`src/rtl/scan_ctrl.sv`:
```
// Scans an SW x RD wire matrix (rd inner, sw outer), one ADC sample per crossing, 4+TSETTLE cycles per word minimum.
// Each sample is held in out_data until out_valid&&out_ready; the scan stalls in EMIT under backpressure.
module scan_ctrl #(
    parameter int SW_WIRE_CNT = 16,
    parameter int RD_WIRE_CNT = 16,
    parameter int TSETTLE     = 8,
    parameter int ADC_W       = 12,
    localparam int SW_W  = (SW_WIRE_CNT > 1) ? $clog2(SW_WIRE_CNT) : 1,
    localparam int RD_W  = (RD_WIRE_CNT > 1) ? $clog2(RD_WIRE_CNT) : 1,
    localparam int OUT_W = SW_W + RD_W + ADC_W
) (
    input  logic             clk_in,
    input  logic             rst_n,
    input  logic             start,
    input  logic             continuous,
    input  logic             abort,
    output logic [SW_W-1:0]  sw_mux_sel,
    output logic [RD_W-1:0]  rd_mux_sel,
    output logic             sw_en,
    output logic             adc_start,
    input  logic             adc_done,
    input  logic [ADC_W-1:0] adc_data,
    output logic             out_valid,
    input  logic             out_ready,
    output logic [OUT_W-1:0] out_data,
    output logic             busy,
    output logic             frame_done
);

    localparam int CNT_W = (TSETTLE > 1) ? $clog2(TSETTLE) : 1;
    localparam logic [CNT_W-1:0] SETTLE_LOAD = (TSETTLE > 0) ? CNT_W'(TSETTLE - 1) : '0;

    typedef enum logic [2:0] {
        S_IDLE,
        S_SELECT,
        S_SETTLE,
        S_CONVERT,
        S_EMIT
    } state_t;

    state_t           state;
    state_t           state_nxt;
    logic [SW_W-1:0]  sw_idx;
    logic [RD_W-1:0]  rd_idx;
    logic [CNT_W-1:0] settle_cnt;
    logic             conv_first;
    logic             last_sw;
    logic             last_rd;

    assign last_sw    = (sw_idx == SW_W'(SW_WIRE_CNT - 1));
    assign last_rd    = (rd_idx == RD_W'(RD_WIRE_CNT - 1));
    assign sw_mux_sel = sw_idx;
    assign rd_mux_sel = rd_idx;

    always_ff @(posedge clk_in or negedge rst_n) begin
        if (!rst_n) begin
            state <= S_IDLE;
        end else begin
            state <= state_nxt;
        end
    end

    always_comb begin
        state_nxt = state;
        if (abort) begin
            state_nxt = S_IDLE;
        end else begin
            case (state)
                S_IDLE:    if (start) state_nxt = S_SELECT;
                S_SELECT:  state_nxt = (TSETTLE == 0) ? S_CONVERT : S_SETTLE;
                S_SETTLE:  if (settle_cnt == '0) state_nxt = S_CONVERT;
                // adc_done in the request cycle belongs to nothing we asked for yet
                S_CONVERT: if (!conv_first && adc_done) state_nxt = S_EMIT;
                S_EMIT: begin
                    if (out_ready) begin
                        state_nxt = (last_sw && last_rd && !continuous) ? S_IDLE : S_SELECT;
                    end
                end
                default:   state_nxt = S_IDLE;
            endcase
        end
    end

    always_comb begin
        busy      = (state != S_IDLE);
        sw_en     = (state != S_IDLE);
        adc_start = (state == S_CONVERT) && conv_first && !abort;
        out_valid = (state == S_EMIT) && !abort;
    end

    always_ff @(posedge clk_in or negedge rst_n) begin
        if (!rst_n) begin
            sw_idx     <= '0;
            rd_idx     <= '0;
            settle_cnt <= '0;
            conv_first <= 1'b0;
            out_data   <= '0;
            frame_done <= 1'b0;
        end else begin
            frame_done <= 1'b0;
            conv_first <= (state != S_CONVERT) && (state_nxt == S_CONVERT);
            if (abort) begin
                sw_idx <= '0;
                rd_idx <= '0;
            end else begin
                case (state)
                    S_IDLE: begin
                        if (start) begin
                            sw_idx <= '0;
                            rd_idx <= '0;
                        end
                    end
                    S_SELECT: settle_cnt <= SETTLE_LOAD;
                    S_SETTLE: begin
                        if (settle_cnt != '0) settle_cnt <= settle_cnt - 1'b1;
                    end
                    S_CONVERT: begin
                        if (!conv_first && adc_done) out_data <= {sw_idx, rd_idx, adc_data};
                    end
                    S_EMIT: begin
                        if (out_ready) begin
                            if (last_rd) begin
                                rd_idx <= '0;
                                if (last_sw) begin
                                    sw_idx     <= '0;
                                    frame_done <= 1'b1;
                                end else begin
                                    sw_idx <= sw_idx + 1'b1;
                                end
                            end else begin
                                rd_idx <= rd_idx + 1'b1;
                            end
                        end
                    end
                    default: ;
                endcase
            end
        end
    end

endmodule

```
`config.mk`:
```
export PLATFORM = sky130hd
export DESIGN_NAME = scan_ctrl
export DESIGN_NICKNAME = d
export VERILOG_FILES = /design/src/rtl/scan_ctrl.sv
export SDC_FILE = /design/constraint.sdc
export NUM_CORES = 1
export LEC_CHECK = 0
export CORE_ASPECT_RATIO = 0.5
export CORE_MARGIN = 5
export CORE_UTILIZATION = 29
export CTS_BUF_LIST = sky130_fd_sc_hd__clkbuf_4 sky130_fd_sc_hd__clkbuf_8 sky130_fd_sc_hd__clkbuf_16
export CTS_CLUSTER_DIAMETER = 80
export DETAILED_ROUTE_END_ITERATION = 10
export GPL_TIMING_DRIVEN = 0
export HOLD_SLACK_MARGIN = 0.12
export SYNTH_ARGS = -nofsm -noshare
export SYNTH_HDL_FRONTEND = slang
export SYNTH_SLANG_ARGS = --single-unit
```
`constraint.sdc`:
```
create_clock -name clk_in -period 1.9 [get_ports clk_in]
set_input_delay 0.38 -clock clk_in [delete_from_list [all_inputs] [get_ports clk_in]]
set_output_delay 0.38 -clock clk_in [all_outputs]
set_load 0.01 [all_outputs]
```
# Word-level counts from Yosys, hierarchy flattened
# Index checks and enable logic that the tools add are counted.
# word_totals
ff_bits,36
in_bits,19
word_cells,67
# op_classes
addsub,3
n_eq_ne,12
muxes,24
bitwise,1
reduce_logical,20
# ops
operator,n
$mux 4,8
$mux 3,6
$pmux 4 s2,2
$pmux 3 s5,1
$eq 3x2->1 const B,3
$ne 3x3->1 const B,3
$reduce_and 3->1,3
$reduce_bool 3->1,3
$add 4x1->4 const B,2
$eq 4x4->1 const B,2
$logic_and 1x1->1,7
$logic_not 3->1,2
$mux 1,6
$pmux 3 s2,1
$reduce_and 4->1,1
$eq 3x1->1 const B,1
$eq 3x3->1 const B,1
$logic_not 1->1,3
$ne 3x2->1 const B,1
$sub 3x1->3 const B,1
$ne 2x2->1 const B,1
$reduce_bool 2->1,1
$not 1->1,1

# Depth between registers and ports, before layout
# Gate-level depths: netlist of run 1.
# logic_depth
word_depth,9
ltp_mapped,6
ltp_nobuf,6

# Worst setup path before layout of run 1
# No wires, ideal clock.
# synth_path
path_type,register -> register
startpoint,"register rd_idx[0], in the netlist rd_mux_sel[0]"
endpoint,"register sw_idx[3], in the netlist sw_mux_sel[3]"
setup_ps,82
arrival_ps,1548
setup_slack_ps,270
path_stages_with_launch,6
period_less_slack_ps,1630
cell_sequence,dfrtp_1 -> ha_1 -> and4_1 -> clkbuf_1 -> a311o_1 -> a31oi_1
# synth_via
elab_chain_cells,3
# synth_rtl
item,line,source
"start, declared",44,logic [RD_W-1:0] rd_idx;
"start signal, assigned",131,rd_idx <= rd_idx + 1'b1;
$eq 4x4->1,51,assign last_rd = (rd_idx == RD_W'(RD_WIRE_CNT - 1));
$ne 3x3->1 (no line),n/a,
$reduce_and 4->1 (no line),n/a,
"end signal, assigned",128,sw_idx <= sw_idx + 1'b1;
"end, declared",43,logic [SW_W-1:0] sw_idx;
# Every way passes these cells.
# A chain may end at the register's enable or synchronous reset.

# Worst setup path after layout of run 1
# layout_path
startpoint,register state[2]
endpoint,output sw_en
# layout_via
elab_chain_cells,1
# layout_rtl
item,line,source
"start, declared",41,state_t state;
"start signal, assigned",59,state <= state_nxt;
$reduce_bool 3->1,86,sw_en = (state != S_IDLE);
"end, declared",19,"output logic sw_en,"
# Every way passes these cells.

==> impl_metrics.py, run 1 <==
metrics = {
    "global_routing": {
        "grt_max_degree": 37,
        "grt_pass1_vias": 1391,
        "antenna_found_initial": 0,
        "grtUsageTotal": 0.110,
        "grt.overflow.total": 0,
        "grt_pass1_wl_microns": 6770,
    },
    "sta": {
        "finalSetupViolCount": 0,
        "worst_pin_slew_ps": 786,
        "post-route-min-period_ps": 1820,
        "finalHoldViolCount": 0,
        "slew_headroom": 0.476,
        "skew_ps": 1.64,
        "fmax_mhz": 548,
        "rsz0062_at_grt": "false",
        "final-max-slew-violation-count": 0,
        "min_period_over_period": 0.960,
    },
    "worst_setup_path": {
        "worstPathCellList": "buf_4 -> buf_6 -> inv_4 -> nand2_1 -> buf_4 -> dlygate4sd2_1",
        "crit_arrival_ps": 1440,
        "r2r_slack_ps": 130,
        "critPathBufInv": 5,
        "critPathLaunchType": "register",
        "startpoint": "state[2]",
        "cp.required_ps": 1520,
        "worstSetupPathType": "reg -> out",
        "end_kind": "output port",
        "cp_num_cells": 6,
        "path_delay_family": "buffers and inverters",
        "slowest_delay_ps": 350,
        "timing.rr.start": "rd_mux_sel[0]",
        "critPathMaxFanout": 10,
        "slowest_stage": "dfrtp_1",
        "worstRegToRegCells": 5,
        "crit_path_frequent_cell": "buf_4",
    },
    "power_and_ir_drop": {
        "peakVddDrop_mv": 0.303,
        "power.leakage_nw": 1.14,
        "p_per_area_nw_per_um2": 848,
        "p_total_mw": 2.17,
    },
    "place": {
        "port_buffers": 51,
        "dp_hpwl_microns": 3000,
        "routabilityCongestion": 0.757,
    },
    "yosys": {
        "synth_most_common_cell": "dfrtp_1",
        "async_reset_ff_frac": 1.00,
        "avgSynthCellArea_sq_um": 11.8,
        "yosysWarnings": 0,
        "netlist_instances": 149,
        "synth_common_cells": "dfrtp_1, mux2_2, nand2_1",
        "synth_cell_type_count": 36,
        "yosys.area.top_type_share": 0.514,
        "synth.top_cells.by_area": "dfrtp_1, mux2_2, mux2_1",
        "synth_edf_count": 0,
        "synthFlopType": "dfrtp_1",
        "synth_top_area_cell": "dfrtp_1",
        "ys_seq_area_frac": 0.514,
        "synthesis.area_sq_um": 1750,
        "synth_nets": 172,
        "ys_seq_elements": 36,
    },
    "final_layout": {
        "area_delta_synth_final_pct": 45.7,
        "drive_gt1_frac": 0.186,
        "fin_util": 0.429,
        "diodes": 0,
        "layout.nets": 232,
    },
    "detailed_routing": {
        "wl_microns": 4050,
        "wl_per_cell_microns": 14.1,
        "detail_route.vias_per_cell": 4.68,
        "drc_errors": 0,
        "ant_nets": 0,
        "vias": 1344,
        "drt_iter0_markers": 36,
        "drt_first_pass_iters": 4,
    },
    "die": {
        "core_area_sq_um": 5960,
        "die_x_microns": 120,
        "die_h_microns": 65.0,
        "die-area_sq_um": 7790,
        "num_rows": 20,
        "pin_count": 52,
        "initial_core_util": 0.294,
    },
    "clock_network": {
        "cts_root_buf": "clkbuf_16",
        "clk_pin_slew_ps": 60,
        "cts_tree": "built",
        "cts_buffers": 5,
        "clk_latency_ps": 270,
        "htree_levels": 2,
        "clock-sinks": 36,
        "clockBufferDepth": 2,
    },
    "hold_path": {
        "hp-class": "in -> async",
    },
    "run": {
        "drv_cap": 0,
    },
    "status": {
        "outcome": "completed",
    },
}
-- report_power, final --
group,internal (mW),switching [mW],total [mW]
clock network,0.631,0.304,0.935
logic,0.210,0.155,0.366
registers,0.833,0.0321,0.865
-- state kept, by name, summed over array words and instances (netlist names) --
name,cells
out_data,20
rd_mux_sel,4
sw_mux_sel,4
settle_cnt,3
state,3
conv_first,1
frame_done,1
-- cells in the final DEF, fill, tap and decap left out, drive strengths merged, types with 5 or more instances in the layout --
cell and count:
buf 11, clkbuf 8, clkdlybuf4s50 45, dfrtp 36, inv 7, mux2 23, nand2 9, nand3 5
nor2 6, nor2b 5
-- metal layers --
metal | global-route usage | wire length, microns | vias up
met3 | 0.0288 | 141 | 7
met5 | 0 | 0 | -
met4 | 0.0456 | 65 | 0
li1 | - | - | 663
met1 | 0.126 | 1780 | 652
met2 | 0.195 | 2060 | 22
-- final cells by class --
type	instances	area, sq um
flip-flops and latches	36	901
repair buffers	53	515
multi-input cells	96	777
well taps	77	96.3
plain buffers	10	67.6
inverters	7	28.8
clock inverters	2	35.0
fillers	569	3400
clock buffers	6	133
-- logic make-up (layout without fill, tap and decap cells) --
logic type,after synthesis,in the layout,share of synthesized area
AO/OA/AOI/OAI,23,23,0.0928
adder cells (fa/ha/maj),4,4,0.0286
buffers and inverters,17,78,0.0485
flip-flops,36,36,0.514
multiplexers,26,26,0.165
AND/OR/NAND/NOR,43,43,0.151
-- through the flow --
step / area, sq um / TNS, ps / std cells / setup slack, ps / hold slack [ps]
floorplan: 1750 / 0 / 149 / 270 / 84.4
global placement: 2360 / -16140 / 277 / -482 / 472
detailed placement: 2350 / -3700 / 277 / -498 / 482
CTS: 2540 / 0 / 287 / 12.7 / 234
global route: 2550 / 0 / 287 / 16.4 / 272
finish: 2550 / 0 / 287 / 75.7 / 188
-- timing repair --
item	4_1_cts	5_1_grt
setup endpoints to repair	4	2
buffers inserted	2	0
gates resized for setup	10	5
hold buffers	0	0
pin swaps	2	0
endpoints found under the hold margin	0	0
-- worst paths after layout --
kind | to
worst max-delay path | sw_en
worst min-delay path | conv_first
worst max register to register | sw_mux_sel[3]
worst min register to register | settle_cnt[2]
max in group asynchronous | rd_mux_sel[0]
min in group clk_in | settle_cnt[2]
Power figures use the tool's default switching activity.
==> run 2: changes to the inputs <==
- CTS_CLUSTER_DIAMETER: 80 -> 30
==> results of run 2 <==
No change in the layout: final DEF, timing and power equal those of run 1.
==> run 3: changes to the inputs <==
- CORE_UTILIZATION: 29 -> 47
- PLACE_DENSITY: default -> 0.8
- SETUP_SLACK_MARGIN: default -> 0.02
- SLEW_MARGIN: default -> 0
==> run 3 against run 2 <==
Register-to-register slack better by 30 ps. Count of clock-buffer cells in the layout grew 1. Cell count decreased by 9.1%. Non-clock buffer count unchanged. Flip-flop and latch count is the same. Critical endpoint is now adc_start. Largest power group is now registers.
==> impl_metrics.py, run 3 (same netlist as run 1, synthesis figures left out) <==
metrics = {
    "status": {
        "outcome": "completed",
    },
    "global_routing": {
        "met1_usage": 0.196,
        "grt.overflow.total": 0,
        "met3_usage": 0.0540,
        "grt_most_used_layer": "met2",
        "antenna_found_initial": 0,
        "grt_pass1_wl_microns": 6380,
        "grtUsageTotal": 0.165,
        "grt_pass1_vias": 1414,
        "grt_max_degree": 37,
        "grt_use_met2": 0.288,
    },
    "worst_setup_path": {
        "critPathBufInv": 2,
        "timing.rr.start": "rd_mux_sel[0]",
        "slowest_stage": "dfrtp_1",
        "end_kind": "output port",
        "worstRegToRegCells": 5,
        "path_delay_family": "buffers and inverters",
        "crit_arrival_ps": 1410,
        "cp.required_ps": 1520,
        "cp_num_cells": 4,
        "critPathMaxFanout": 7,
        "timing.rr.end": "sw_mux_sel[3]",
        "slowest_delay_ps": 370,
        "critPathLaunchType": "register",
        "worstPathCellList": "buf_6 -> nor2_2 -> and4_1 -> dlygate4sd2_1",
        "worstSetupPathType": "reg -> out",
        "r2r_slack_ps": 160,
    },
    "sta": {
        "final-max-slew-violation-count": 0,
        "finalHoldViolCount": 0,
        "fmax_mhz": 559,
        "slew_headroom": 0.475,
        "skew_ps": 5.23,
        "rsz0062_at_grt": "false",
        "min_period_over_period": 0.942,
        "finalSetupViolCount": 0,
        "post-route-min-period_ps": 1790,
        "fin_tns_setup_ps": 0,
        "worst_pin_slew_ps": 788,
    },
    "final_layout": {
        "layout.cells.non_filler": 261,
        "final_cell_mix": "clkdlybuf4s50_1, dfrtp_1, mux2_2, nand2_1, mux2_1",
        "area_delta_synth_final_pct": 40.5,
        "top_register": "out_data",
        "layout.nets": 232,
        "final_common_cell": "clkdlybuf4s50_1",
        "drive_gt1_frac": 0.186,
        "diodes": 0,
        "largest_register_ffs": 20,
    },
    "die": {
        "die_h_microns": 53.2,
        "die_x_microns": 96.4,
        "die-area_sq_um": 5130,
        "num_rows": 15,
        "initial_core_util": 0.499,
        "pin_count": 52,
        "core_area_sq_um": 3510,
    },
    "detailed_routing": {
        "drc_errors": 0,
        "detail_route.vias_per_cell": 5.33,
        "drt_iter0_markers": 53,
        "vias": 1391,
        "ant_nets": 0,
        "wl_per_cell_microns": 15.1,
        "wl_microns": 3930,
        "drt_first_pass_iters": 4,
    },
    "clock_network": {
        "htree_levels": 2,
        "cts_root_buf": "clkbuf_8",
        "cts_tree": "built",
        "clk_latency_ps": 290,
        "cts_buffers": 5,
        "clk_pin_slew_ps": 70,
        "clockBufferDepth": 2,
        "clock-sinks": 36,
    },
    "power_and_ir_drop": {
        "p_per_area_nw_per_um2": 737,
        "power.leakage_nw": 1.10,
        "p_total_mw": 1.82,
        "peakVddDrop_mv": 0.344,
    },
    "hold_path": {
        "hp-class": "in -> async",
    },
    "place": {
        "dp_cells": 251,
        "routabilityCongestion": 0.834,
        "dp_hpwl_microns": 2820,
        "port_buffers": 51,
    },
    "run": {
        "drv_cap": 0,
    },
}
run 3: what timing repair did:
item	in CTS	in global routing
pin swaps	2	1
gates resized for setup	11	9
hold buffers	0	0
setup endpoints to repair	4	3
setup buffers	2	0
run 3: cell type report:
cell class	instances	area, sq um
Buffer	10	77.6
Clock buffer	7	90.1
Clock inverter	1	7.51
Fill cell	265	1050
Inverter	7	28.8
Multi-Input combinational cell	96	777
Sequential cell	36	901
Tap cell	51	63.8
Timing Repair Buffer	53	517
run 3: worst max-delay path by stage:
stage	start	to
after floorplan	rd_mux_sel[0]	sw_mux_sel[3]
final	state[2]	adc_start
after global routing	state[1]	out_valid
after detailed placement	abort	out_valid
after global placement	abort	out_valid
after CTS	state[2]	sw_en
run 3: where the power goes:
group | switching [mW] | total, mW | internal (mW) | leakage [nW]
sequential | 0.0315 | 0.864 | 0.832 | 0.479
clock | 0.275 | 0.584 | 0.309 | 0.0479
combinational | 0.155 | 0.368 | 0.214 | 0.574
run 3: per-stage QoR:
stage | utilization | instance area [sq um] | hold WS (ps) | setup slack, ps
global route | 0.702 | 2460 | 229 | 21.9
floorplan | - | 1750 | 84.4 | 270
global placement | 0.663 | 2330 | 470 | -458
CTS | 0.696 | 2440 | 193 | 19.8
finish | 0.702 | 2460 | 168 | 110
detailed placement | 0.662 | 2320 | 481 | -459
run 3: metal layers:
layer,share of wire,up-vias
met1,0.44,673
met3,0.082,5
met4,0.011,0
met5,0,-
li1,-,660
met2,0.47,53
